<file path="src/rtl/fp_norm_round_pkg.sv">
// Shared single-precision constants and pipeline stage records for the
// normalise/round/pack stage behind the FP add/sub datapath.
package fp_norm_round_pkg;

    localparam int EXP_W   = 8;
    localparam int MAN_W   = 23;
    localparam int SIG_W   = MAN_W + 1;
    localparam int XEXP_W  = EXP_W + 2;
    localparam int EXP_MAX = 255;

    localparam int FLAG_OF = 2;
    localparam int FLAG_UF = 1;
    localparam int FLAG_NX = 0;

    // Detect stage: significand already pre-shifted on carry-out.
    typedef struct packed {
        logic              sign;
        logic [XEXP_W-1:0] exp;
        logic [SIG_W-1:0]  mant;
        logic [2:0]        grs;
        logic [4:0]        lzc;
        logic              special;
        logic              zero;
    } s1_t;

    // Shift/round stage: rounded fraction plus classification for packing.
    typedef struct packed {
        logic              sign;
        logic [XEXP_W-1:0] exp;
        logic [MAN_W-1:0]  frac;
        logic              special;
        logic              zero;
        logic              uf;
        logic              inexact;
    } s2_t;

endpackage

</file>
<file path="src/rtl/fp_lzc24.sv">
// Combinational 24-bit leading-zero counter; all-zero input yields 24.
module fp_lzc24 (
    input  logic [23:0] mant_i,
    output logic [4:0]  lzc_o
);

    // Scanning upward lets the highest set bit win.
    always_comb begin
        lzc_o = 5'd24;
        for (int i = 0; i < 24; i++) begin
            if (mant_i[i]) lzc_o = 5'(23 - i);
        end
    end

endmodule

</file>
<file path="src/rtl/fp_norm_round.sv">
// Three-stage normalise / round-to-nearest-even / pack stage producing an
// IEEE-754 single from the raw adder result, with flush-to-zero.
module fp_norm_round
    import fp_norm_round_pkg::*;
(
    input  logic        clk,
    input  logic        rst,
    input  logic        in_valid,
    output logic        in_ready,
    input  logic        in_sign,
    input  logic [7:0]  in_exp,
    input  logic        in_carry,
    input  logic [23:0] in_mant,
    input  logic [2:0]  in_grs,
    output logic        out_valid,
    input  logic        out_ready,
    output logic [31:0] out_data,
    output logic        out_of,
    output logic        out_uf,
    output logic        out_inexact
);

    // Handshake: a beat moves on a cycle where valid && ready. The whole pipe
    // advances together whenever the output slot is empty or being taken, so
    // in_ready is that same advance term and bubbles travel with the beats.
    logic adv;
    assign adv      = !out_valid | out_ready;
    assign in_ready = adv;

    logic        v1_q, v2_q, out_valid_q;
    s1_t         s1_d, s1_q;
    s2_t         s2_d, s2_q;
    logic [31:0] data_d, data_q;
    logic [2:0]  flags_d, flags_q;
    logic [4:0]  lzc_raw;

    fp_lzc24 u_lzc (
        .mant_i (in_mant),
        .lzc_o  (lzc_raw)
    );

    always_comb begin
        s1_d         = '0;
        s1_d.sign    = in_sign;
        s1_d.exp     = {2'b00, in_exp};
        s1_d.mant    = in_mant;
        s1_d.grs     = in_grs;
        s1_d.lzc     = lzc_raw;
        s1_d.special = (in_exp == 8'(EXP_MAX));
        if (s1_d.special) begin
            s1_d.lzc = 5'd0;
        end else if (in_carry) begin
            // Value >= 2.0: shift right one, old LSB becomes guard.
            s1_d.mant = {1'b1, in_mant[23:1]};
            s1_d.grs  = {in_mant[0], in_grs[2], |in_grs[1:0]};
            s1_d.exp  = s1_d.exp + 10'd1;
            s1_d.lzc  = 5'd0;
        end else begin
            s1_d.zero = (in_mant == '0) && (in_grs == '0);
        end
    end

    logic [26:0] wide;
    logic [23:0] mant_s;
    logic [2:0]  grs_s;
    logic        round_up, flush;
    logic [24:0] rsum;

    always_comb begin
        wide     = {s1_q.mant, s1_q.grs} << s1_q.lzc;
        mant_s   = wide[26:3];
        grs_s    = wide[2:0];
        round_up = grs_s[2] & (grs_s[1] | grs_s[0] | mant_s[0]);
        rsum     = {1'b0, mant_s} + {24'd0, round_up};
        flush    = !s1_q.special && !s1_q.zero &&
                   ($signed(s1_q.exp) <= $signed({5'd0, s1_q.lzc}));

        s2_d         = '0;
        s2_d.sign    = s1_q.sign;
        s2_d.special = s1_q.special;
        s2_d.zero    = s1_q.zero;
        s2_d.uf      = flush;
        s2_d.exp     = s1_q.exp - {5'd0, s1_q.lzc} + {9'd0, rsum[24]};
        // A rounding carry leaves 1.0 in rsum[24]; renormalise by one.
        s2_d.frac    = rsum[24] ? rsum[23:1] : rsum[22:0];
        s2_d.inexact = flush | (|grs_s);
        if (s1_q.special) begin
            s2_d.exp     = s1_q.exp;
            s2_d.frac    = s1_q.mant[22:0];
            s2_d.inexact = 1'b0;
        end
    end

    always_comb begin
        data_d  = {s2_q.sign, s2_q.exp[7:0], s2_q.frac};
        flags_d = '0;
        flags_d[FLAG_NX] = s2_q.inexact;
        if (s2_q.special) begin
            data_d  = {s2_q.sign, 8'hFF, s2_q.frac};
            flags_d = '0;
        end else if (s2_q.zero || s2_q.uf) begin
            data_d           = {s2_q.sign, 31'd0};
            flags_d[FLAG_UF] = s2_q.uf;
        end else if (s2_q.exp >= 10'(EXP_MAX)) begin
            data_d           = {s2_q.sign, 8'hFF, 23'd0};
            flags_d[FLAG_OF] = 1'b1;
            flags_d[FLAG_NX] = 1'b1;
        end
    end

    always_ff @(posedge clk or posedge rst) begin
        if (rst) begin
            v1_q        <= 1'b0;
            v2_q        <= 1'b0;
            out_valid_q <= 1'b0;
            s1_q        <= '0;
            s2_q        <= '0;
            data_q      <= '0;
            flags_q     <= '0;
        end else if (adv) begin
            v1_q        <= in_valid;
            s1_q        <= s1_d;
            v2_q        <= v1_q;
            s2_q        <= s2_d;
            out_valid_q <= v2_q;
            data_q      <= data_d;
            flags_q     <= flags_d;
        end
    end

    assign out_valid   = out_valid_q;
    assign out_data    = data_q;
    assign out_of      = flags_q[FLAG_OF];
    assign out_uf      = flags_q[FLAG_UF];
    assign out_inexact = flags_q[FLAG_NX];

endmodule

</file>
<file path="config.mk">
export PLATFORM = sky130hd
export DESIGN_NAME = fp_norm_round
export DESIGN_NICKNAME = d
export VERILOG_FILES = /design/src/rtl/fp_norm_round_pkg.sv /design/src/rtl/fp_lzc24.sv /design/src/rtl/fp_norm_round.sv
export SDC_FILE = /design/constraint.sdc
export NUM_CORES = 1
export LEC_CHECK = 0
export CAP_MARGIN = 20
export CELL_PAD_IN_SITES_DETAIL_PLACEMENT = 0
export CELL_PAD_IN_SITES_GLOBAL_PLACEMENT = 1
export CORE_ASPECT_RATIO = 2
export CORE_MARGIN = 2
export CORE_UTILIZATION = 28
export DETAILED_ROUTE_END_ITERATION = 16
export GPL_TIMING_DRIVEN = 0
export PLACE_DENSITY_LB_ADDON = 0.1
export SETUP_SLACK_MARGIN = 0.05
export SLEW_MARGIN = 20
export SYNTH_ARGS = -nofsm -noshare
export SYNTH_HDL_FRONTEND = slang
export SYNTH_SLANG_ARGS = --single-unit
</file>
<file path="constraint.sdc">
create_clock -name clk -period 5.27 [get_ports clk]
set_clock_uncertainty 0.1 [all_clocks]
set_input_delay 1.054 -clock clk [delete_from_list [all_inputs] [get_ports clk]]
set_output_delay 1.054 -clock clk [all_outputs]
set_load 0.02 [all_outputs]
</file>
==> results.py <==
metrics = {
    "timing": {
        "fin_crit_sh": 0.9726,
        "fin_crit_ns": 5.126,
        "report.final.hold_viol_count": 0,
        "max_freq_ghz": 0.1951,
        "timing_max_transition_violations_final": 0,
        "hold_slack_ns": 0.3672,
        "worst_slew_pin_slew_ns": 0.9502,
        "rsz0062_at_grt": "yes",
        "setup_viol": 0,
        "relSlewSlack": 0.3607,
    },
    "layout": {
        "n_antenna_cell": 0,
        "final_core_util": 0.3601,
        "drive_gt1_frac": 0.1467,
        "fillCellCount": 3080,
        "nNetsFinal": 1123,
        "final_area_sq_um": 10630,
        "area_delta_synth_final_pct": 26.59,
    },
    "synthesis": {
        "synth.top_cell.area_share": 0.3577,
        "synth_warnings": 0,
        "synthArstFlopShare": 1.000,
        "synthTopCellsByArea": "dfrtp_1 36%, mux4_2 6.4%, nand2_1 5.9%",
        "ys_types": 77,
        "synth_nets": 1007,
        "synth_edf_count": 0,
        "avgSynthCellArea_sq_um": 8.921,
        "synth_area_sq_um": 8394,
        "synthTopCellsByCount": "131 x nand2_1, 120 x dfrtp_1, 98 x nor2_1, 65 x a21oi_1, 48 x o21ai_0",
        "synth_cells": 941,
        "ys.flop_type": "dfrtp_1",
        "yosysMostFrequentCell": "nand2_1",
        "synth-seq-cells": 120,
        "synth_area_leader_cell": "dfrtp_1",
        "synth_seq_area_share": 0.3577,
    },
    "global_route": {
        "grt_pass1_vias": 8145,
        "grt_max_degree": 65,
        "grt_pass1_wl_microns": 50190,
        "track_usage": 0.2138,
        "grt-ovfl-total": 0,
        "antenna_found_initial": 0,
    },
    "clocking": {
        "clock_tree.buffer_depth": 2,
        "htree_levels": 4,
        "clk_latency_ns": 0.45,
        "cts_tree": "yes",
        "cts.sinks": 120,
        "cts_made_buffers": 17,
        "path_clk_slew_ns": 0.06,
        "root_buffer": "clkbuf_16",
    },
    "worst_setup_path": {
        "start_kind": "flip-flop",
        "worstPathMaxFanout": 8,
        "crit_type": "reg -> reg",
        "critPathArrivalTime_ns": 5.32,
        "endpoint_kind": "flip-flop",
        "required_ns": 5.46,
    },
    "route": {
        "wl_per_cell_microns": 22.98,
        "firstDrtPassIters": 5,
        "drtAntennaViolNets": 0,
        "drt-initial-drc-count": 502,
        "routed_via_density": 5.373,
        "via_count": 7705,
        "routed_wl_microns": 32950,
        "drc": 0,
    },
    "die": {
        "die_w_microns": 126.4,
        "die_area_sq_um": 31460,
        "coreArea_sq_um": 29510,
        "start_util": 0.2845,
        "die_height_microns": 248.9,
        "pin_count": 78,
        "num_rows": 89,
    },
    "status": {
        "outcome": "finished clean",
    },
    "power_and_ir_drop": {
        "pwr_density_cell_nw_per_um2": 462.5,
        "ir_drop_mv": 0.2343,
        "power.leakage_nw": 4.330,
    },
    "placed_design": {
        "hpwl_microns": 26330,
        "gp_congestion": 0.9178,
        "io_buffers": 77,
        "dpl-instance-area_sq_um": 9659,
    },
    "flow_run": {
        "drv_cap": 0,
    },
    "hold_path": {
        "hp-class": "reg -> reg",
    },
}
stage by stage:
stage,std cells,setup TNS (ns),setup slack [ns],power (mW)
2_1_floorplan,941,0,0.08282,2.790
3_3_place_gp,1382,-151.75,-1.234,3.624
3_5_place_dp,1383,-5.640,-1.007,3.638
4_1_cts,1428,-0.04035,-0.04035,4.896
5_1_grt,1434,-0.1368,-0.07844,5.225
6_report,1434,0,0.1443,4.915
layout by cell type (no fill, tap or decap), types with 24 or more instances in the layout:
cell / Yosys / final
a21oi_1: 65 / 62
a31oi_1: 24 / 24
clkbuf_1: 38 / 38
clkdlybuf4s50_1: 0 / 77
dfrtp_1: 120 / 116
inv_1: 36 / 32
mux2i_1: 30 / 27
mux4_2: 24 / 24
nand2_1: 131 / 130
nor2_1: 98 / 96
o21ai_0: 48 / 44
power by group:
group          leakage [nW]  internal (mW)  total (mW)  switching (mW)
combinational          2.60          0.965        2.18            1.21
sequential             1.45           1.24        1.57           0.329
clock                 0.278          0.707        1.17           0.460
registers in the layout, indices dropped and copies added (netlist names):
register   cells
s1_q          44
out_valid      1
flags_q        3
out_data      32
v2_q           1
s2_q          38
v1_q           1
final timing paths:
path	from	endpoint	slack (ns)	cells after the start
max	s1_q[2]	s2_q[35]	0.14	22
min	v1_q	v1_q	0.37	2
max reg2reg	s1_q[2]	s2_q[35]	0.14	22
min reg2reg	v1_q	v1_q	0.37	2
max in group asynchronous	rst	s1_q[4]	3.46	3
min in group asynchronous	rst	out_data[25]	0.92	2
final cells by class:
type                    instances  area [sq um]  area share
inverters                      37         150.1     0.01413
plain buffers                  64         395.4     0.03721
multi-input cells             718          5086      0.4786
repair buffers                 99         959.7     0.09031
clock buffers                  21         450.4     0.04239
well taps                     364         455.4     0.04286
flip-flops and latches        120          3008      0.2831
clock inverters                11         121.4     0.01142
layer usage:
metal  part of all wire  GRT usage
met5                  0          0
met1               0.36     0.2198
met4              0.073     0.1498
met2               0.54     0.3913
met3              0.031    0.02728
timing repair:
item,4_1_cts,5_1_grt
pin swaps,17,15
endpoints found under the setup margin,9,6
resized for setup,52,21
buffers inserted,13,8
hold buffers,0,0
worst max-delay path, stage by stage (launching register included):
cell and delay, ns:
dfrtp_2 0.47, buf_6 0.16, buf_12 0.13, mux2i_2 0.14
mux4_2 0.56, o31ai_4 0.35, nand4bb_1 0.27, or4_4 0.64
nor3_4 0.24, inv_2 0.10, ha_4 0.23, inv_4 0.05
ha_4 0.12, inv_2 0.04, fa_2 0.39, o21bai_4 0.15
a21oi_2 0.08, o21bai_1 0.16, a21oi_2 0.10, o21bai_1 0.19
a21oi_2 0.09, xnor2_1 0.14, a21oi_1 0.08
cell families (layout without fill, tap and decap cells):
kind of cell               Yosys count  count (layout)  synth area share
AOI/OAI and AO/OA                  243             243            0.1914
xor gates and xnor gates            25              25           0.02608
adders and majority gates           25              25           0.04084
buffers and inverters              103             232           0.05589
DFF                                120             120            0.3577
muxes                               72              72            0.1318
and+or+nand+nor                    353             353            0.1963
Power figures use the tool's default switching activity.
